<file path="config.mk">
export PLATFORM = sky130hd
export DESIGN_NAME = alu_decode_stage
export DESIGN_NICKNAME = d
export VERILOG_FILES = /design/src/rtl/alu_decode_pkg.sv /design/src/rtl/alu_decode_lane.sv /design/src/rtl/alu_decode_stage.sv
export SDC_FILE = /design/constraint.sdc
export NUM_CORES = 1
export LEC_CHECK = 0
export CORE_AREA = 5 5 63 65
export DETAILED_ROUTE_END_ITERATION = 10
export DIE_AREA = 0 0 68 70
export PLACE_DENSITY = 0.69
export SYNTH_ARGS = -nofsm -noshare
export SYNTH_HDL_FRONTEND = slang
export SYNTH_SLANG_ARGS = --single-unit
</file>
<file path="constraint.sdc">
create_clock -name clk -period 1.9 [get_ports clk]
set_input_delay 0.38 -clock clk [delete_from_list [all_inputs] [get_ports clk]]
set_output_delay 0.38 -clock clk [all_outputs]
set_load 0.005 [all_outputs]
</file>
<file path="src/rtl/alu_decode_pkg.sv">
// alu_decode_pkg: ALU control encodings, aluop/funct codes and decoded-lane type shared by the decode stage.
package alu_decode_pkg;
  localparam logic [2:0] AC_AND = 3'b000;
  localparam logic [2:0] AC_OR  = 3'b001;
  localparam logic [2:0] AC_ADD = 3'b010;
  localparam logic [2:0] AC_XOR = 3'b011;
  localparam logic [2:0] AC_SUB = 3'b110;
  localparam logic [2:0] AC_SLT = 3'b111;
  localparam logic [3:0] OP_ADD   = 4'b0000;
  localparam logic [3:0] OP_SUB   = 4'b0001;
  localparam logic [3:0] OP_RTYPE = 4'b0010;
  localparam logic [3:0] OP_OR    = 4'b0011;
  localparam logic [3:0] OP_AND   = 4'b0100;
  localparam logic [3:0] OP_XOR   = 4'b0101;
  localparam logic [3:0] OP_SLT   = 4'b0110;
  localparam logic [3:0] OP_ADDIU = 4'b0111;
  localparam logic [3:0] OP_SLTIU = 4'b1000;
  localparam logic [5:0] FN_ADD   = 6'b100000;
  localparam logic [5:0] FN_ADDU  = 6'b100001;
  localparam logic [5:0] FN_SUB   = 6'b100010;
  localparam logic [5:0] FN_SUBU  = 6'b100011;
  localparam logic [5:0] FN_AND   = 6'b100100;
  localparam logic [5:0] FN_OR    = 6'b100101;
  localparam logic [5:0] FN_XOR   = 6'b100110;
  localparam logic [5:0] FN_SLT   = 6'b101010;
  localparam logic [5:0] FN_SLTU  = 6'b101011;
  localparam logic [5:0] FN_MULT  = 6'b011000;
  localparam logic [5:0] FN_MULTU = 6'b011001;
  // The all-zero pattern is produced only by illegal codes, so it doubles as the illegal marker.
  typedef struct packed {
    logic [2:0] alucontrol;
    logic       signd;
    logic       multseld;
  } lane_dec_t;
  localparam lane_dec_t DEC_ILLEGAL = '0;
  function automatic lane_dec_t mk(input logic [2:0] ac, input logic s, input logic m);
    return '{alucontrol: ac, signd: s, multseld: m};
  endfunction
endpackage

</file>
<file path="src/rtl/alu_decode_lane.sv">
// alu_decode_lane: combinational decode of one lane's aluop/funct into alucontrol, signd, multseld.
// Ports: aluop[3:0], funct[5:0] in; dec (lane_dec_t) out, all-zero for illegal codes.
module alu_decode_lane
  import alu_decode_pkg::*;
(
  input  logic [3:0] aluop,
  input  logic [5:0] funct,
  output lane_dec_t  dec
);
  always_comb begin
    dec = DEC_ILLEGAL;
    case (aluop)
      OP_ADD:   dec = mk(AC_ADD, 1'b1, 1'b0);
      OP_SUB:   dec = mk(AC_SUB, 1'b1, 1'b0);
      OP_OR:    dec = mk(AC_OR,  1'b1, 1'b0);
      OP_AND:   dec = mk(AC_AND, 1'b1, 1'b0);
      OP_XOR:   dec = mk(AC_XOR, 1'b1, 1'b0);
      OP_SLT:   dec = mk(AC_SLT, 1'b1, 1'b0);
      OP_ADDIU: dec = mk(AC_ADD, 1'b0, 1'b0);
      OP_SLTIU: dec = mk(AC_SLT, 1'b0, 1'b0);
      OP_RTYPE:
        case (funct)
          FN_ADD:   dec = mk(AC_ADD, 1'b1, 1'b0);
          FN_ADDU:  dec = mk(AC_ADD, 1'b0, 1'b0);
          FN_SUB:   dec = mk(AC_SUB, 1'b1, 1'b0);
          FN_SUBU:  dec = mk(AC_SUB, 1'b0, 1'b0);
          FN_AND:   dec = mk(AC_AND, 1'b1, 1'b0);
          FN_OR:    dec = mk(AC_OR,  1'b1, 1'b0);
          FN_SLT:   dec = mk(AC_SLT, 1'b1, 1'b0);
          FN_SLTU:  dec = mk(AC_SLT, 1'b0, 1'b0);
          FN_XOR:   dec = mk(AC_XOR, 1'b1, 1'b0);
          FN_MULT:  dec = mk(AC_AND, 1'b1, 1'b1);
          FN_MULTU: dec = mk(AC_AND, 1'b0, 1'b1);
          default:  dec = DEC_ILLEGAL;
        endcase
      default:  dec = DEC_ILLEGAL;
    endcase
  end
endmodule

</file>
<file path="src/rtl/alu_decode_stage.sv">
// alu_decode_stage: multi-lane registered ALU decode with valid/ready handshake and shared-multiplier occupancy.
// Ports: clk, reset_n (async, active-low); in_valid/in_ready, funct, aluop, flush upstream;
// out_valid/out_ready, alucontrol, signd, multseld downstream; mult_busy.
// Define ALU_DECODE_ILLEGAL_EN to add the per-lane illegal output.
module alu_decode_stage
  import alu_decode_pkg::*;
#(
  parameter int LANES    = 2,
  parameter int MULT_LAT = 4
) (
  input  logic               clk,
  input  logic               reset_n,
  input  logic [LANES-1:0]   in_valid,
  output logic               in_ready,
  input  logic [6*LANES-1:0] funct,
  input  logic [4*LANES-1:0] aluop,
  input  logic               flush,
  output logic [LANES-1:0]   out_valid,
  input  logic               out_ready,
  output logic [3*LANES-1:0] alucontrol,
  output logic [LANES-1:0]   signd,
  output logic [LANES-1:0]   multseld,
`ifdef ALU_DECODE_ILLEGAL_EN
  output logic [LANES-1:0]   illegal,
`endif
  output logic               mult_busy
);
  localparam int CW = MULT_LAT > 1 ? $clog2(MULT_LAT) : 1;
  lane_dec_t raw [LANES];
  lane_dec_t lane [LANES];
  lane_dec_t q [LANES];
  logic [CW-1:0] cnt;
  logic any_mult, acc;
  for (genvar i = 0; i < LANES; i++) begin : g_lane
    alu_decode_lane u_lane (
      .aluop(aluop[4*i+:4]),
      .funct(funct[6*i+:6]),
      .dec  (raw[i])
    );
    assign alucontrol[3*i+:3] = q[i].alucontrol;
    assign signd[i]           = q[i].signd;
    assign multseld[i]        = q[i].multseld;
`ifdef ALU_DECODE_ILLEGAL_EN
    assign illegal[i]         = out_valid[i] && q[i] == DEC_ILLEGAL;
`endif
  end
  // Only the lowest valid mult lane keeps the multiplier; later mult lanes become illegal.
  always_comb begin
    any_mult = 1'b0;
    for (int i = 0; i < LANES; i++) begin
      lane[i] = in_valid[i] ? raw[i] : DEC_ILLEGAL;
      if (any_mult && lane[i].multseld) lane[i] = DEC_ILLEGAL;
      any_mult = any_mult | lane[i].multseld;
    end
  end
  assign mult_busy = cnt != '0;
  assign in_ready  = reset_n && !flush && !(mult_busy && any_mult) && (out_valid == '0 || out_ready);
  assign acc       = in_ready && |in_valid;
  always_ff @(posedge clk or negedge reset_n) begin
    if (!reset_n) begin
      out_valid <= '0;
      q         <= '{default: DEC_ILLEGAL};
      cnt       <= '0;
    end else begin
      cnt <= (acc && any_mult) ? CW'(MULT_LAT - 1) : (mult_busy ? cnt - CW'(1) : cnt);
      if (acc) begin
        out_valid <= in_valid;
        q         <= lane;
      end else if (flush || out_ready) begin
        out_valid <= '0;
      end
    end
  end
endmodule

</file>
==> impl_metrics.toml <==
[synth]
yosys.area_share.xor_xnor = 0.006897
synth-simple-area-share = 0.2936
syn_area_per_cell_um2 = 8.881
synth_top_family_by_area = "compound AO/OA/AOI/OAI gates"
synth_nets = 170
synth.distinct_cells = 49
yosysSeqAreaShare = 0.2759
ys_warn_count = 0
synth_cells = 143
synth-edff-count = 0
muxShareOfSynthArea = 0.03547
async_reset_ff_frac = 1.000
synth_ff_type = "dfrtp_1"
synth_compound_area_frac = 0.3064
synth_fa_ha_area_frac = 0.009852
syn_area_um2 = 1270
ys_ff_latch = 14

[drt]
wl_um = 3666
ant_nets = 0
drt_iter0_markers = 86
firstDrtPassIters = 4
num_vias = 1399
vias_per_cell = 5.259
wire_per_inst_um = 13.78
drc = 0

[power]
fin_total_pwr_mw = 1.102
peakVddDrop_mv = 0.3800
powerDensity_nw_per_um2 = 545.5
p_leak_nw = 0.9148

[placed_design]
dp_cells = 251
dp_slack_ns = -0.5636
io_buffers = 39
gp_congestion = 0.8459
dp.final_hpwl_um = 2933

[floorplanning]
die-area_um2 = 4760
num_rows = 21
start_util = 0.3867
io_pins = 40
die_h_um = 70
coreArea_um2 = 3284
die_x_um = 68

[critical_path]
cp_top_family = "flip-flops"
cp_slowest_stage_delay_ns = 0.39
path_class = "flop to output port"
critPathLaunchType = "flop"
crit_arrival_ns = 1.58
cp.required_ns = 1.52
slowest_stage = "dfrtp_1"
critPathCaptureType = "output port"
path_buf_inv = 2
path_max_fanout = 2
worstPathCellList = "inv_1 -> ha_2 -> and2b_1 -> and4b_4 -> a211oi_4 -> buf_2"

[run_status]
status = "complete, but fails checks"
failed_checks = "setup timing"

[global_routing]
grt_pass1_wl_um = 6023
antenna_found_initial = 0
grt_max_degree = 15
grt_overflow = 0
grt_pass1_vias = 1335
grt_usage = 0.1584

[layout]
fin_cells = 266
diodes = 0
layout-drive-gt1-share = 0.3091
areaGrowthSynthToFinish_pct = 59.11
fin_util = 0.6152
layout_commonest_cell = "buf_4"
final_cell_mix = "buf_4 (39), clkdlybuf4s50_1 (21), a21oi_1 (14), dfrtp_1 (14), dlygate4sd2_1 (13)"
fin_nets = 248

[timing]
setup_ws_ns = -0.05987
min_period_over_period = 1.032
fin_skew_ns = 0.007177
max_slew_margin = 0.7575
rsz0062_at_grt = "yes"
max_freq_ghz = 0.5102
setup-tns-final_ns = -0.1558
final-max-slew-violation-count = 0
tightest_slew_ns = 0.3591
final_hold_viol_count = 0
fin_crit_ns = 1.960
setup_viol = 8

[clocking]
cts_tree = "built"
worst_skew_pair.late_latency_ns = 0.28
h-tree-depth = 1
clkSinkCount = 14
cts_root_buf = "clkbuf_4"
path_clk_slew_ns = 0.09
cts_buffers = 3
cts-hold-fix-buffers = 0
cts_max_path_buffers = 2

[hold_path]
worstHoldPathType = "input port to asynchronous set/reset pin"

[flow_run]
timing.max_cap.violations = 0
worst register-to-register path: stages, from the launching register on:
cell,delay (ns)
dfrtp_1,0.39
inv_1,0.07
ha_2,0.17
and2b_1,0.17
and4b_4,0.18
a211oi_4,0.16
buf_4,0.15
buf_6,0.10
o21ai_4,0.08
buf_6,0.14
a22o_1,0.20
per-stage QoR:
stage / cell area, um^2 / hold slack [ns]
2_1_floorplan: 1270 / 0.08441
3_3_place_gp: 1893 / 0.4829
3_5_place_dp: 1893 / 0.4924
4_1_cts: 1982 / 0.4900
5_1_grt: 2021 / 0.4956
6_report: 2021 / 0.4935
synth_stat cells (2+ instances only):
cell type,n,area share
a211oi_1,2,0.012
a21o_1,2,0.012
a21oi_1,14,0.055
a22o_1,4,0.028
a31oi_1,6,0.030
a32o_1,3,0.024
and2b_1,2,0.012
buf_4,3,0.018
buf_6,2,0.018
clkbuf_1,2,0.0059
dfrtp_1,14,0.28
inv_1,9,0.027
mux2_4,3,0.035
nand2_1,8,0.024
nand2b_1,4,0.020
nor2_1,10,0.030
nor2b_1,5,0.025
nor3_1,5,0.020
nor3b_1,4,0.024
nor4b_4,2,0.037
o21ai_0,8,0.032
o221ai_1,3,0.021
o31ai_1,2,0.012
flip-flops by register name (all words and copies together) (netlist names):
signal / flops
alucontrol: 6
multseld: 2
out_valid: 2
signd: 2
cnt: 2
kinds of logic after synthesis:
kind of cell,Yosys count
AOI/OAI and AO/OA,54
xor gates and xnor gates,1
and+or+nand+nor,53
buffers and inverters,17
adders and majority gates,1
DFF,14
muxes,3
cell type report:
class,count,area [um^2]
flip-flops and latches,14,350.3
repair buffers,81,693.2
multi-input cells,112,849.6
inverters,9,33.78
clock buffers,4,36.28
fillers,309,1264
well taps,46,57.56
per-layer routing:
| layer | GRT usage | wire, um | part of all wire | up-vias |
|---|---|---|---|---|
| li1 | - | - | - | 701 |
| met1 | 0.2138 | 1634 | 0.45 | 647 |
| met2 | 0.2634 | 1821 | 0.50 | 47 |
| met3 | 0.02244 | 175 | 0.048 | 4 |
| met4 | 0.03311 | 35 | 0.0095 | 0 |
| met5 | 0 | 0 | 0 | - |
path summary, 6_finish.rpt:
check,from,endpoint,slack (ns),depth (start not counted)
min,reset_n,signd[1],0.49,2
max,cnt[0],in_ready,-0.06,6
min reg2reg,alucontrol[1],alucontrol[1],0.51,1
min in group clk,alucontrol[1],alucontrol[1],0.51,1
max reg2reg,cnt[0],alucontrol[0],-0.02,10
max in group asynchronous,reset_n,signd[0],1.23,2
timing repair:
item / in CTS / in global routing
gates resized for setup: 26 / 9
setup buffers: 8 / 3
endpoints found under the setup margin: 15 / 12
pin swaps: 10 / 9
power breakdown:
| group | total, mW | internal (mW) | switching (mW) |
|---|---|---|---|
| clock network | 0.214 | 0.116 | 0.0973 |
| logic | 0.515 | 0.298 | 0.217 |
| registers | 0.373 | 0.346 | 0.0275 |
| total | 1.10 | 0.760 | 0.342 |
Note: power is estimated with default switching activity, not from simulation.
